File: config.mk
export PLATFORM = sky130hd
export DESIGN_NAME = mlp_accuracy_monitor
export DESIGN_NICKNAME = d
export VERILOG_FILES = /design/src/rtl/mlp_accuracy_monitor.sv
export SDC_FILE = /design/constraint.sdc
export NUM_CORES = 1
export LEC_CHECK = 0
export CORE_MARGIN = 2
export CORE_UTILIZATION = 30
export DETAILED_ROUTE_END_ITERATION = 6
export SLEW_MARGIN = 20
export SYNTH_ARGS = -nofsm -noshare
export SYNTH_HDL_FRONTEND = slang
export SYNTH_SLANG_ARGS = --single-unit
export TNS_END_PERCENT = 1
File: constraint.sdc
create_clock -name clk -period 13.6 [get_ports clk]
set_input_delay 2.72 -clock clk [delete_from_list [all_inputs] [get_ports clk]]
set_output_delay 2.72 -clock clk [all_outputs]
set_load 0.02 [all_outputs]
File: src/rtl/mlp_accuracy_monitor.sv
// mlp_accuracy_monitor: scores MLP predictions against a golden label memory
// and reports overall accuracy in basis points at the end of a run.
module mlp_accuracy_monitor #(
  parameter int NUM_CLASSES    = 10,
  parameter int CLASS_W        = 4,
  parameter int NUM_TEST_CASES = 750,
  parameter int CASE_W         = 10,
  parameter int ACC_W          = 14
) (
  input  logic               clk,
  input  logic               rst,
  input  logic               clk_en,
  input  logic               restart,
  input  logic               pred_valid,
  input  logic [CLASS_W-1:0] pred_label,
  output logic [CASE_W-1:0]  label_addr,
  input  logic [CLASS_W-1:0] label_data,
  output logic               busy,
  output logic [CASE_W-1:0]  case_count,
  output logic [CASE_W-1:0]  wrong_count,
  input  logic [CLASS_W-1:0] class_sel,
  output logic [CASE_W-1:0]  class_hits,
  output logic [CASE_W-1:0]  class_total,
  output logic [ACC_W-1:0]   accuracy_bp,
  output logic               done,
  output logic               overrun,
  output logic               bad_label
);

  localparam int NW  = CASE_W + 14;
  localparam int DCW = $clog2(NW);

  localparam logic [CLASS_W:0]  NCL   = (CLASS_W+1)'(NUM_CLASSES);
  localparam logic [CASE_W-1:0] NTC   = CASE_W'(NUM_TEST_CASES);
  localparam logic [DCW-1:0]    DLAST = DCW'(NW - 1);
  localparam logic [NW-1:0]     SCALE = NW'(10000);

  typedef enum logic [2:0] {
    IDLE,
    FETCH,
    COMPARE,
    DIVIDE,
    DONE
  } state_t;

  state_t state, nxt;

  logic [CLASS_W-1:0] pred_q;
  logic [CASE_W-1:0]  addr_q;
  logic [CASE_W-1:0]  cases_q;
  logic [CASE_W-1:0]  wrong_q;
  logic [CASE_W-1:0]  hits_q [NUM_CLASSES];
  logic [CASE_W-1:0]  tot_q  [NUM_CLASSES];
  logic [CASE_W-1:0]  rem_q;
  logic [NW-1:0]      quo_q;
  logic [DCW-1:0]     dcnt_q;
  logic [ACC_W-1:0]   acc_q;
  logic               ovr_q;
  logic               bad_q;

  logic               clr;
  logic               p_bad;
  logic               t_bad;
  logic               hit;
  logic [CASE_W-1:0]  cases_nx;
  logic [CASE_W-1:0]  wrong_nx;
  logic [NW-1:0]      numer;
  logic [CASE_W:0]    trial;
  logic               qbit;
  logic [CASE_W-1:0]  rem_nx;
  logic [NW-1:0]      quo_nx;

  // Compare results and one restoring-divide step
  always_comb begin
    clr      = restart && (state == IDLE || state == DONE);
    p_bad    = {1'b0, pred_q} >= NCL;
    t_bad    = {1'b0, label_data} >= NCL;
    hit      = !p_bad && (pred_q == label_data);
    cases_nx = cases_q + CASE_W'(1);
    wrong_nx = hit ? wrong_q : wrong_q + CASE_W'(1);
    numer    = NW'(NTC - wrong_nx) * SCALE;
    trial    = {rem_q, quo_q[NW-1]};
    qbit     = trial >= {1'b0, NTC};
    rem_nx   = qbit ? CASE_W'(trial - {1'b0, NTC})
                    : trial[CASE_W-1:0];
    quo_nx   = {quo_q[NW-2:0], qbit};
  end

  // State register
  always_ff @(posedge clk or posedge rst) begin
    if (rst)
      state <= IDLE;
    else if (clk_en)
      state <= nxt;
  end

  // Next-state logic
  always_comb begin
    nxt = state;
    case (state)
      IDLE: begin
        if (restart)
          nxt = IDLE;
        else if (pred_valid)
          nxt = FETCH;
      end
      FETCH:
        nxt = COMPARE;
      COMPARE:
        nxt = (cases_nx == NTC) ? DIVIDE : IDLE;
      DIVIDE:
        if (dcnt_q == DLAST)
          nxt = DONE;
      DONE:
        if (restart)
          nxt = IDLE;
      default:
        nxt = IDLE;
    endcase
  end

  // Counters, flags and divider datapath
  always_ff @(posedge clk or posedge rst) begin
    if (rst) begin
      pred_q  <= '0;
      addr_q  <= '0;
      cases_q <= '0;
      wrong_q <= '0;
      rem_q   <= '0;
      quo_q   <= '0;
      dcnt_q  <= '0;
      acc_q   <= '0;
      ovr_q   <= 1'b0;
      bad_q   <= 1'b0;
      for (int i = 0; i < NUM_CLASSES; i++) begin
        hits_q[i] <= '0;
        tot_q[i]  <= '0;
      end
    end else if (clk_en) begin
      if (clr) begin
        addr_q  <= '0;
        cases_q <= '0;
        wrong_q <= '0;
        rem_q   <= '0;
        quo_q   <= '0;
        dcnt_q  <= '0;
        acc_q   <= '0;
        ovr_q   <= 1'b0;
        bad_q   <= 1'b0;
        for (int i = 0; i < NUM_CLASSES; i++) begin
          hits_q[i] <= '0;
          tot_q[i]  <= '0;
        end
      end else begin
        if (pred_valid && state != IDLE)
          ovr_q <= 1'b1;
        case (state)
          IDLE: begin
            if (pred_valid) begin
              pred_q <= pred_label;
              addr_q <= cases_q;
            end
          end
          COMPARE: begin
            cases_q <= cases_nx;
            wrong_q <= wrong_nx;
            if (p_bad || t_bad)
              bad_q <= 1'b1;
            if (!t_bad) begin
              tot_q[label_data] <= tot_q[label_data] + CASE_W'(1);
              if (hit)
                hits_q[label_data] <= hits_q[label_data] + CASE_W'(1);
            end
            if (cases_nx == NTC) begin
              rem_q  <= '0;
              quo_q  <= numer;
              dcnt_q <= '0;
            end
          end
          DIVIDE: begin
            rem_q  <= rem_nx;
            quo_q  <= quo_nx;
            dcnt_q <= dcnt_q + DCW'(1);
            if (dcnt_q == DLAST)
              acc_q <= quo_nx[ACC_W-1:0];
          end
          default: ;
        endcase
      end
    end
  end

  // Per-class readout; out-of-range classes read as zero
  always_comb begin
    class_hits  = '0;
    class_total = '0;
    if ({1'b0, class_sel} < NCL) begin
      class_hits  = hits_q[class_sel];
      class_total = tot_q[class_sel];
    end
  end

  assign label_addr  = addr_q;
  assign busy        = (state != IDLE);
  assign case_count  = cases_q;
  assign wrong_count = wrong_q;
  assign accuracy_bp = acc_q;
  assign done        = (state == DONE);
  assign overrun     = ovr_q;
  assign bad_label   = bad_q;

endmodule
==> impl_metrics.ini <==
[power_and_ir_drop]
p_leak_uw = 0.00840
ir_drop_mv = 0.254
power-per-cell-area_nw_per_um2 = 175

[timing]
worst_pin_slew_ns = 1.12
drv_slew = 0
period_share_pct = 79.9
min_period_ns = 10.87
hold_ws_ns = 0.472
hold_viol = 0
fin_skew_ns = 0.0231
fin_setup_tns_ns = 0
fin_ws_ns = 2.73
finalSetupViolCount = 0
rsz0062_at_grt = false
slew_headroom_pct = 25.1
timing.fmax_mhz = 92.0

[routing]
remaining_drc_errors = 0
wl_per_cell_um = 20.2
drt_first_pass_iters = 5
vias = 14265
wirelength_mm = 52.8
drt_iter0_markers = 1297
vias_per_cell = 5.46
ant_nets = 0

[worst_setup_path]
cp_slowest_cell = clkdlybuf4s50_1
rrSetupSlack_ns = 5.43
cpPeakStageDelay_ns = 0.81
critical_path_class = primary input to flip-flop
crit_required_ns = 14.00
end_kind = flip-flop
start_kind = primary input
path_max_fanout = 19
r2r-end = quo_q[22]$_DFFE_PP0P_
worstRegToRegCells = 28
cp_common_cell = inv_1
crit_arrival_ns = 11.27
timing.rr.start = pred_q[0]$_DFFE_PP0P_

[clock_tree]
cts_setup_buffers = 0
cts_buffers = 36
cts_tree = yes
clock_latency_ns = 0.53
ctsRootBufferMaster = clkbuf_16
cts_buffer_depth = 3
htree_levels = 2
clk_pin_slew_ns = 0.06
hold_buffers = 0
ctsResizeCount = 0
clock-sinks = 292

[grt]
grt_max_degree = 139
grt_pass1_wl_mm = 83.3
antenna_found_initial = 1
overflow = 0
grtUsageTotal_pct = 17.6
grt_pass1_vias = 14398

[synth]
syn_inst = 1785
syn_avg_cell_area_um2 = 9.77
synth_edf_count = 0
yosysWarnings = 0
async_flop_share_pct = 100
synth_ff_type = dfrtp_1
synth.top_cell.area_share_pct = 41.9
ys_ff_latch = 292
synth_nets = 1881
syn_area_um2 = 17400
synth_area_leaders = dfrtp_1, mux4_2, o21ai_0
yosysTopAreaCell = dfrtp_1
ys_seq_area_share_pct = 41.9
ys_types = 69

[finish]
final_cell_mix = nand2_1, dfrtp_1, o21ai_0
layout-drive-gt1-share_pct = 11.6
utilization_pct = 35.0
syn_to_final_growth_pct = 15.7
antenna_cells = 0
final_common_cell = nand2_1
fillers = 5806
fin_nets = 1924

[flow_run]
cap_violations = 0

[place]
io_buffers = 84
post-place-ws_ns = 2.25
place.gp.congestion = 0.853
place_hpwl_mm = 34.9

[floorplanning]
coreArea_um2 = 57600
die_height_um = 245
dieArea_um2 = 60100
die_w_um = 245
io_pins = 85
rows = 88
initial_core_util_pct = 30.3

[hold_path]
worstHoldStart = accuracy_bp[4]$_DFFE_PP0P_
whs_path_depth = 2
min_to = accuracy_bp[4]$_DFFE_PP0P_
min_path_type = flip-flop to flip-flop

[run_status]
status = complete, no violations
-- flip-flops by register name (all words and copies together) (netlist names) --
register / cells
wrong_count: 10
pred_q: 4
label_addr: 10
bad_label: 1
rem_q: 10
dcnt_q: 5
case_count: 10
tot_q: 100
hits_q: 100
overrun: 1
accuracy_bp: 14
quo_q: 24
state: 3
-- area by class of cell --
class                      count  area [µm²]  area share, %
timing repair buffer         111        1030           5.12
clock inverter                 8         126          0.626
inverter                      87         339           1.68
clock buffer                  48        1030           5.09
sequential                   292        7310           36.2
tap                          765         957           4.74
multi-input combinational   1300        9390           46.5
-- critical path, delay by kind of cell --
kind	cells	cell delay, ns
adders and majority gates	7	2.78
and+or+nand+nor	6	2.34
buffers and inverters	7	1.66
AOI/OAI and AO/OA	7	1.37
xor gates and xnor gates	2	0.40
-- report_power, final --
group	switching, µW	internal [µW]	leakage (µW)
clock network	372	583	0.000568
logic	955	626	0.00379
registers	60.6	929	0.00404
-- synthesized netlist by cell type (6+ instances only) --
cell type / n
nand2_1: 349
dfrtp_1: 292
o21ai_0: 284
inv_1: 87
clkbuf_1: 83
mux4_2: 80
ha_1: 55
nor2_1: 53
a21oi_1: 52
xnor2_1: 42
nand3_1: 40
mux2_2: 37
fa_1: 24
xor2_1: 24
a221oi_1: 23
o31ai_1: 23
a22o_1: 22
a22oi_1: 21
nor3_1: 18
and3_1: 14
mux2i_1: 13
nand2b_1: 12
buf_1: 11
nor2b_1: 11
nand4_1: 9
a21o_1: 8
a31oi_1: 7
and2_1: 7
o211ai_1: 7
buf_4: 6
-- per-layer routing --
| metal | vias to the layer above | wire length, µm | GRT usage [%] |
|---|---|---|---|
| met2 | 543 | 24800 | 27.9 |
| li1 | 6465 | - | - |
| met4 | 2 | 1080 | 5.08 |
| met1 | 7169 | 22600 | 24.0 |
| met3 | 86 | 4330 | 4.10 |
| met5 | - | 19 | 0 |
-- how the worst max path moves through the flow --
stage | from | slack [ns] | end | depth (start not counted)
floorplan | rst | 2.82 | accuracy_bp[0]$_DFFE_PP0P_ | 1
global placement | label_data[3] | 2.55 | quo_q[22]$_DFFE_PP0P_ | 29
detailed placement | label_data[3] | 2.25 | quo_q[22]$_DFFE_PP0P_ | 29
CTS | label_data[3] | 2.77 | quo_q[22]$_DFFE_PP0P_ | 29
global route | label_data[3] | 1.94 | quo_q[22]$_DFFE_PP0P_ | 29
finish | label_data[3] | 2.73 | quo_q[22]$_DFFE_PP0P_ | 29
-- stage by stage --
stage | std cells | power [µW] | instance area, µm²
6_report | 2611 | 3530 | 20200
5_1_grt | 2611 | 3780 | 20200
4_1_cts | 2611 | 3550 | 20200
3_5_place_dp | 2555 | 2570 | 19000
3_3_place_gp | 2555 | 2550 | 19000
2_1_floorplan | 1785 | 2170 | 17400
-- cells by family (layout without fill, tap and decap cells) --
group                      Yosys count  count (layout)  synth area share, %
xor gates and xnor gates            68              68                 3.50
buffers and inverters              193             254                 4.36
muxes                              130             130                 13.5
AOI/OAI and AO/OA                  489             489                 16.8
and+or+nand+nor                    534             534                 13.3
adders and majority gates           79              79                 6.70
DFF                                292             292                 41.9
(Power assumes the default switching activity.)
==> patch 1 (config.mk and constraints unchanged) <==
Register the outputs `busy` and `done`; this adds one clock of latency there. The other outputs are not delayed to match.
--- a/src/rtl/mlp_accuracy_monitor.sv
+++ b/src/rtl/mlp_accuracy_monitor.sv
@@ -203,3 +203,2 @@
   assign label_addr  = addr_q;
-  assign busy        = (state != IDLE);
   assign case_count  = cases_q;
@@ -207,3 +206,6 @@
   assign accuracy_bp = acc_q;
-  assign done        = (state == DONE);
+  always_ff @(posedge clk) begin
+    busy <= (state != IDLE);
+    done <= (state == DONE);
+  end
   assign overrun     = ovr_q;
Function: not settled (the Yosys comparison gave no result); the edit may change what the design does.
==> patch 1 against the original RTL <==
  * Register-to-register slack better by 80 ps
  * Count of clock-buffer cells in the layout is 2 higher
  * Worst setup slack better by 440 ps
  * Sequential share of layout area hardly changed
  * Critical path depth is 1 higher
  * Total power is 0.38% higher
  * Area after synthesis is 0.23% higher
  * Wire length is 1.0% higher
  * Design area is 0.58% higher
  * Via count is 0.34% higher
  * Sequential cell count is 2 higher
  * Clock power is 7% higher
  * Maximum frequency is 4.3% higher
==> patch 1: results (changes against the original RTL) <==
| Metric | Value |
|---|---|
| Result of the run | finished, final reports clean (unchanged) |
| Cell with the biggest individual delay on the critical path | fa_1 (was clkdlybuf4s50_1) |
| Post-synth cell types | 70 (was 69) |
| VDD IR-drop max | 0.233 mV (was 0.254 mV) |
| Startpoint of the worst hold path | accuracy_bp[11]$_DFFE_PP0P_ (was accuracy_bp[4]$_DFFE_PP0P_) |
| Fraction of final layout cells with drive strength greater than 1 | 11.7% (was 11.6%) |
| Max frequency | 0.0959 GHz (was 0.0920 GHz) |
| Detailed Route WL | 53400 um (was 52800 um) |
| Insertion delay of the later-clocked pin in the worst-skew pair | 550 ps (was 530 ps) |
| Inst Count DP | 2556 (was 2555) |
| Pre-CTS worst setup slack | 2650 ps (was 2250 ps) |
| Wire length of the first global-routing pass | 84100 um (was 83300 um) |
| Vias in the first global route | 14400 (about the same) |
| Initial detailed-routing violation count | 1205 (was 1297) |
| Weighted congestion at the end of routability-driven global placement | 0.846 (was 0.853) |
| Crit path DAT | 10850 ps (was 11270 ps) |
| Cell types with the largest area share after synthesis | dfrtp_1 42%, mux4_2 10%, o21ai_0 8.1% (was dfrtp_1 42%, mux4_2 10%, o21ai_0 8.2%) |
| Reported leakage power | 8.44 nW (was 8.40 nW) |
| Fraction of synthesis flops using an asynchronous set or reset pin | 99.3% (was 100%) |
| Number of buffers inserted during clock tree synthesis | 37 (was 36) |
| Gate Count Post-Synth | 1787 (was 1785) |
| Critical Path Max Stage Delay | 640 ps (was 810 ps) |
| R2R Path Start | pred_q[1]$_DFFE_PP0P_ (was pred_q[0]$_DFFE_PP0P_) |
| Initial cell density of the core | 30.3% (about the same) |
| Worst Skew | 14.6 ps (was 23.1 ps) |
| Final layout net count | 1926 (was 1924) |
| Vias per Instance | 5.47 (was 5.46) |
| Hold EP | accuracy_bp[11]$_DFFE_PP0P_ (was accuracy_bp[4]$_DFFE_PP0P_) |
| Maximum number of pins on one net before global-route repair | 168 (was 139) |
[patch 1: layout make-up]
cell class | instances | area [um^2]
clock buffer | 50 | 1070
clock inverter | 11 | 170
fill | 5829 | 37400
inverter | 87 | 334
multi-input combinational | 1300 | 9380
sequential | 294 | 7350
tap | 765 | 957
timing repair buffer | 110 | 1030
[patch 1: logic make-up after synthesis]
| family | Yosys count | synth area share, % |
|---|---|---|
| buffers and inverters | 193 | 4.35 |
| XOR/XNOR | 68 | 3.49 |
| adder cells (fa/ha/maj) | 79 | 6.69 |
| AO/OA/AOI/OAI | 489 | 16.8 |
| AND/OR/NAND/NOR | 534 | 13.2 |
| multiplexers | 130 | 13.4 |
| flip-flops | 294 | 42.0 |
[patch 1: where the power goes]
part	leakage, nW	internal, mW	switching [mW]	total (mW)
clock	0.597	0.624	0.392	1.02
sequential	4.05	0.936	0.0661	1.00
combinational	3.79	0.621	0.899	1.52
[patch 1: through the flow]
stage	hold slack [ps]	power, mW	utilization, %
3_5_place_dp	460	2.55	33.0
5_1_grt	499	3.82	35.2
6_report	464	3.54	35.2
2_1_floorplan	448	2.17	-
4_1_cts	473	3.58	35.2
3_3_place_gp	457	2.53	33.0
[patch 1: worst max-delay path: cells and delay by family]
kind | cells | cell delay (ps)
XOR/XNOR | 2 | 390
AO/OA/AOI/OAI | 7 | 1340
adder cells (fa/ha/maj) | 7 | 2730
buffers and inverters | 8 | 1460
AND/OR/NAND/NOR | 6 | 2190
[patch 1: layer usage]
metal / up-vias / wire (um) / track usage (%)
met1: 7139 / 22700 / 24.1
met4: 0 / 1430 / 5.78
li1: 6478 / - / -
met2: 590 / 24800 / 28.5
met5: - / 0 / 0
met3: 106 / 4360 / 3.79
==> patch 2 (config.mk and constraints unchanged) <==
Made on the original files. The parameter `CASE_W` goes from 10 to 11.
--- a/src/rtl/mlp_accuracy_monitor.sv
+++ b/src/rtl/mlp_accuracy_monitor.sv
@@ -6,3 +6,3 @@
   parameter int NUM_TEST_CASES = 750,
-  parameter int CASE_W         = 10,
+  parameter int CASE_W         = 11,
   parameter int ACC_W          = 14
Ports: changed (5 resized); port bits go from 85 to 90. No check against the original RTL was run, so the function may have changed too.
==> patch 2 against the original RTL <==
  * Area after synthesis rose by 9.6%
  * Highest routed layer unchanged
  * Synthesized cell count is 8.2% higher
  * Design area grew 9.4%
  * Clock power up 8%
  * Largest cell class unchanged
  * Total power shrank 3.4%
  * Clock skew increased by 3.9 ps
  * Count of clock-buffer cells in the layout rose by 11
  * Maximum frequency fell by 1.7%
  * Sequential cell count is 25 higher
  * Worst setup slack worse by 190 ps
  * Wire length is 13% higher
  * Sequential power up 7%
  * Combinational power down 17%
==> patch 2: results (changes against the original RTL) <==
| Metric | Value |
|---|---|
| Global routing usage summed across all routing layers | 18.0% (was 17.6%) |
| Gate Count Post-Synth | 1932 (was 1785) |
| Most numerous cell types in the synthesized netlist | 361 x nand2_1, 317 x dfrtp_1, 275 x o21ai_0 (was 349 x nand2_1, 292 x dfrtp_1, 284 x o21ai_0) |
| Antenna fix cells | 0 (unchanged) |
| Dpl cell area | 0.0208 mm^2 (was 0.0190 mm^2) |
| Count of H-tree levels built during CTS | 2 (unchanged) |
| Largest fanout on the critical path | 24 (was 19) |
| Fraction of final layout cells with drive strength greater than 1 | 12.7% (was 11.6%) |
| Critical Path Max Stage Delay | 870 ps (was 810 ps) |
| Top flop regs | hits_q: 110 flops, tot_q: 110 flops, quo_q: 25 flops (was hits_q: 100 flops, tot_q: 100 flops, quo_q: 24 flops) |
| Net Count, Synth | 2035 (was 1881) |
| Routed wire per std cell | 21.1 um (was 20.2 um) |
| VDD IR-drop max | 0.194 mV (was 0.254 mV) |
| Worst min-delay path category | flop to flop (unchanged) |
| Family with the most delay on the worst path | compound AO/OA/AOI/OAI gates (was adder cells) |
| Half-perimeter wire length after placement | 39100 um (was 34900 um) |
| Number of I/O port buffers | 89 (was 84) |
| Final antenna-violating net count | 0 (unchanged) |
| Cell types with the largest area share after synthesis | dfrtp_1 42%, mux4_2 10%, o21ai_0 7.2% (was dfrtp_1 42%, mux4_2 10%, o21ai_0 8.2%) |
| Reported leakage power | 9.25 nW (was 8.40 nW) |
| Result of the run | finished, final reports clean (unchanged) |
| Worst slew pin tran | 1100 ps (was 1120 ps) |
| Pre-CTS worst setup slack | 2000 ps (was 2250 ps) |
| Weighted congestion at the end of routability-driven global placement | 0.850 (was 0.853) |
| CTS max path bufs | 3 (unchanged) |
| Crit path DAT | 11500 ps (was 11270 ps) |
| Initial detailed-routing violation count | 1366 (was 1297) |
| Insertion delay of the later-clocked pin in the worst-skew pair | 560 ps (was 530 ps) |
| Count of yosys warnings during synthesis | 0 (unchanged) |
| Number of buffers inserted during clock tree synthesis | 38 (was 36) |
| Fraction of synthesis flops using an asynchronous set or reset pin | 100% (unchanged) |
| Initial DRT Pass Iterations | 5 (unchanged) |
| Cell chosen for the clock root | clkbuf_16 (unchanged) |
| Cell with the biggest individual delay on the critical path | o21ai_2 (was clkdlybuf4s50_1) |
| Number of instances resized during post-cts repair | 0 (unchanged) |
| Maximum number of pins on one net before global-route repair | 180 (was 139) |
| Vias per Instance | 5.56 (was 5.46) |
| Post-synth cell types | 78 (was 69) |
| Number of buffers inserted by post-CTS setup repair | 0 (unchanged) |
| Vias in the first global route | 15800 (was 14400) |
| Wire length of the first global-routing pass | 93000 um (was 83300 um) |
| Number of non-filler instances in the completed layout | 2839 (was 2611) |
| Sequential element share of the synthesized area | 41.5% (was 41.9%) |
| Clock-pin slew on the worst setup and hold paths | 50 ps |
| Worst Skew | 27.0 ps (was 23.1 ps) |
| Number of antenna violations at the first check in global routing | 1 (unchanged) |
| Final layout net count | 2069 (was 1924) |
==> patch 2: changes by cell type after synthesis, moves of 9 or more <==
cell,unedited run,this run
nand2_1,349,361
o31ai_1,23,33
dfrtp_1,292,317
nor2_1,53,69
a22o_1,22,52
o21ai_0,284,275
clkbuf_1,83,94
nand3_1,40,26
==> patch 2: where the power goes <==
part / switching (mW) / total (mW) / internal [mW] / leakage (nW)
clock network: 0.416 / 1.03 / 0.616 / 0.608
logic: 0.786 / 1.31 / 0.525 / 4.25
registers: 0.0593 / 1.06 / 1.00 / 4.39
total: 1.26 / 3.41 / 2.14 / 9.25
==> patch 2: final cells by class <==
| type | instances | area [um^2] |
|---|---|---|
| multi-input cells | 1399 | 10300 |
| fillers | 6316 | 40900 |
| clock inverters | 8 | 104 |
| repair buffers | 123 | 1160 |
| inverters | 87 | 334 |
| clock buffers | 59 | 1140 |
| flip-flops and latches | 317 | 7930 |
| well taps | 846 | 1060 |
==> patch 2: worst paths after layout <==
check	startpoint	to	slack, ps	cells past startpoint
worst max register to register	pred_q[3]$_DFFE_PP0P_	quo_q[24]$_DFFE_PP0P_	5020	28
worst max-delay path	label_data[3]	quo_q[24]$_DFFE_PP0P_	2540	30
worst min-delay path	accuracy_bp[2]$_DFFE_PP0P_	accuracy_bp[2]$_DFFE_PP0P_	480	2
max in group asynchronous	rst	wrong_count[10]$_DFFE_PP0P_	9240	4
min in group asynchronous	rst	accuracy_bp[10]$_DFFE_PP0P_	2560	2
worst min register to register	accuracy_bp[2]$_DFFE_PP0P_	accuracy_bp[2]$_DFFE_PP0P_	480	2
==> patch 2: cells by family (layout without fill, tap and decap cells) <==
family                   count (synthesis)  in the layout  synth area share (%)
adder cells (fa/ha/maj)                 86             86                  6.65
AO/OA/AOI/OAI                          536            536                  17.6
AND/OR/NAND/NOR                        565            565                  12.9
flip-flops                             317            317                  41.5
multiplexers                           144            144                  13.6
XOR/XNOR                                68             68                  3.19
buffers and inverters                  216            277                  4.53
==> patch 2: layer usage <==
metal / wire length (um) / GRT usage, % / vias up
met3: 4650 / 4.06 / 107
met1: 25200 / 23.7 / 8015
li1: - / - / 7008
met4: 1460 / 5.04 / 2
met5: 16 / 0 / -
met2: 28500 / 29.6 / 658
==> patch 2: tightest hold or removal path, delay by kind of cell (launching register included) <==
family | cells | cell delay [ps]
flip-flops | 1 | 340
AND/OR/NAND/NOR | 1 | 50
AO/OA/AOI/OAI | 1 | 60
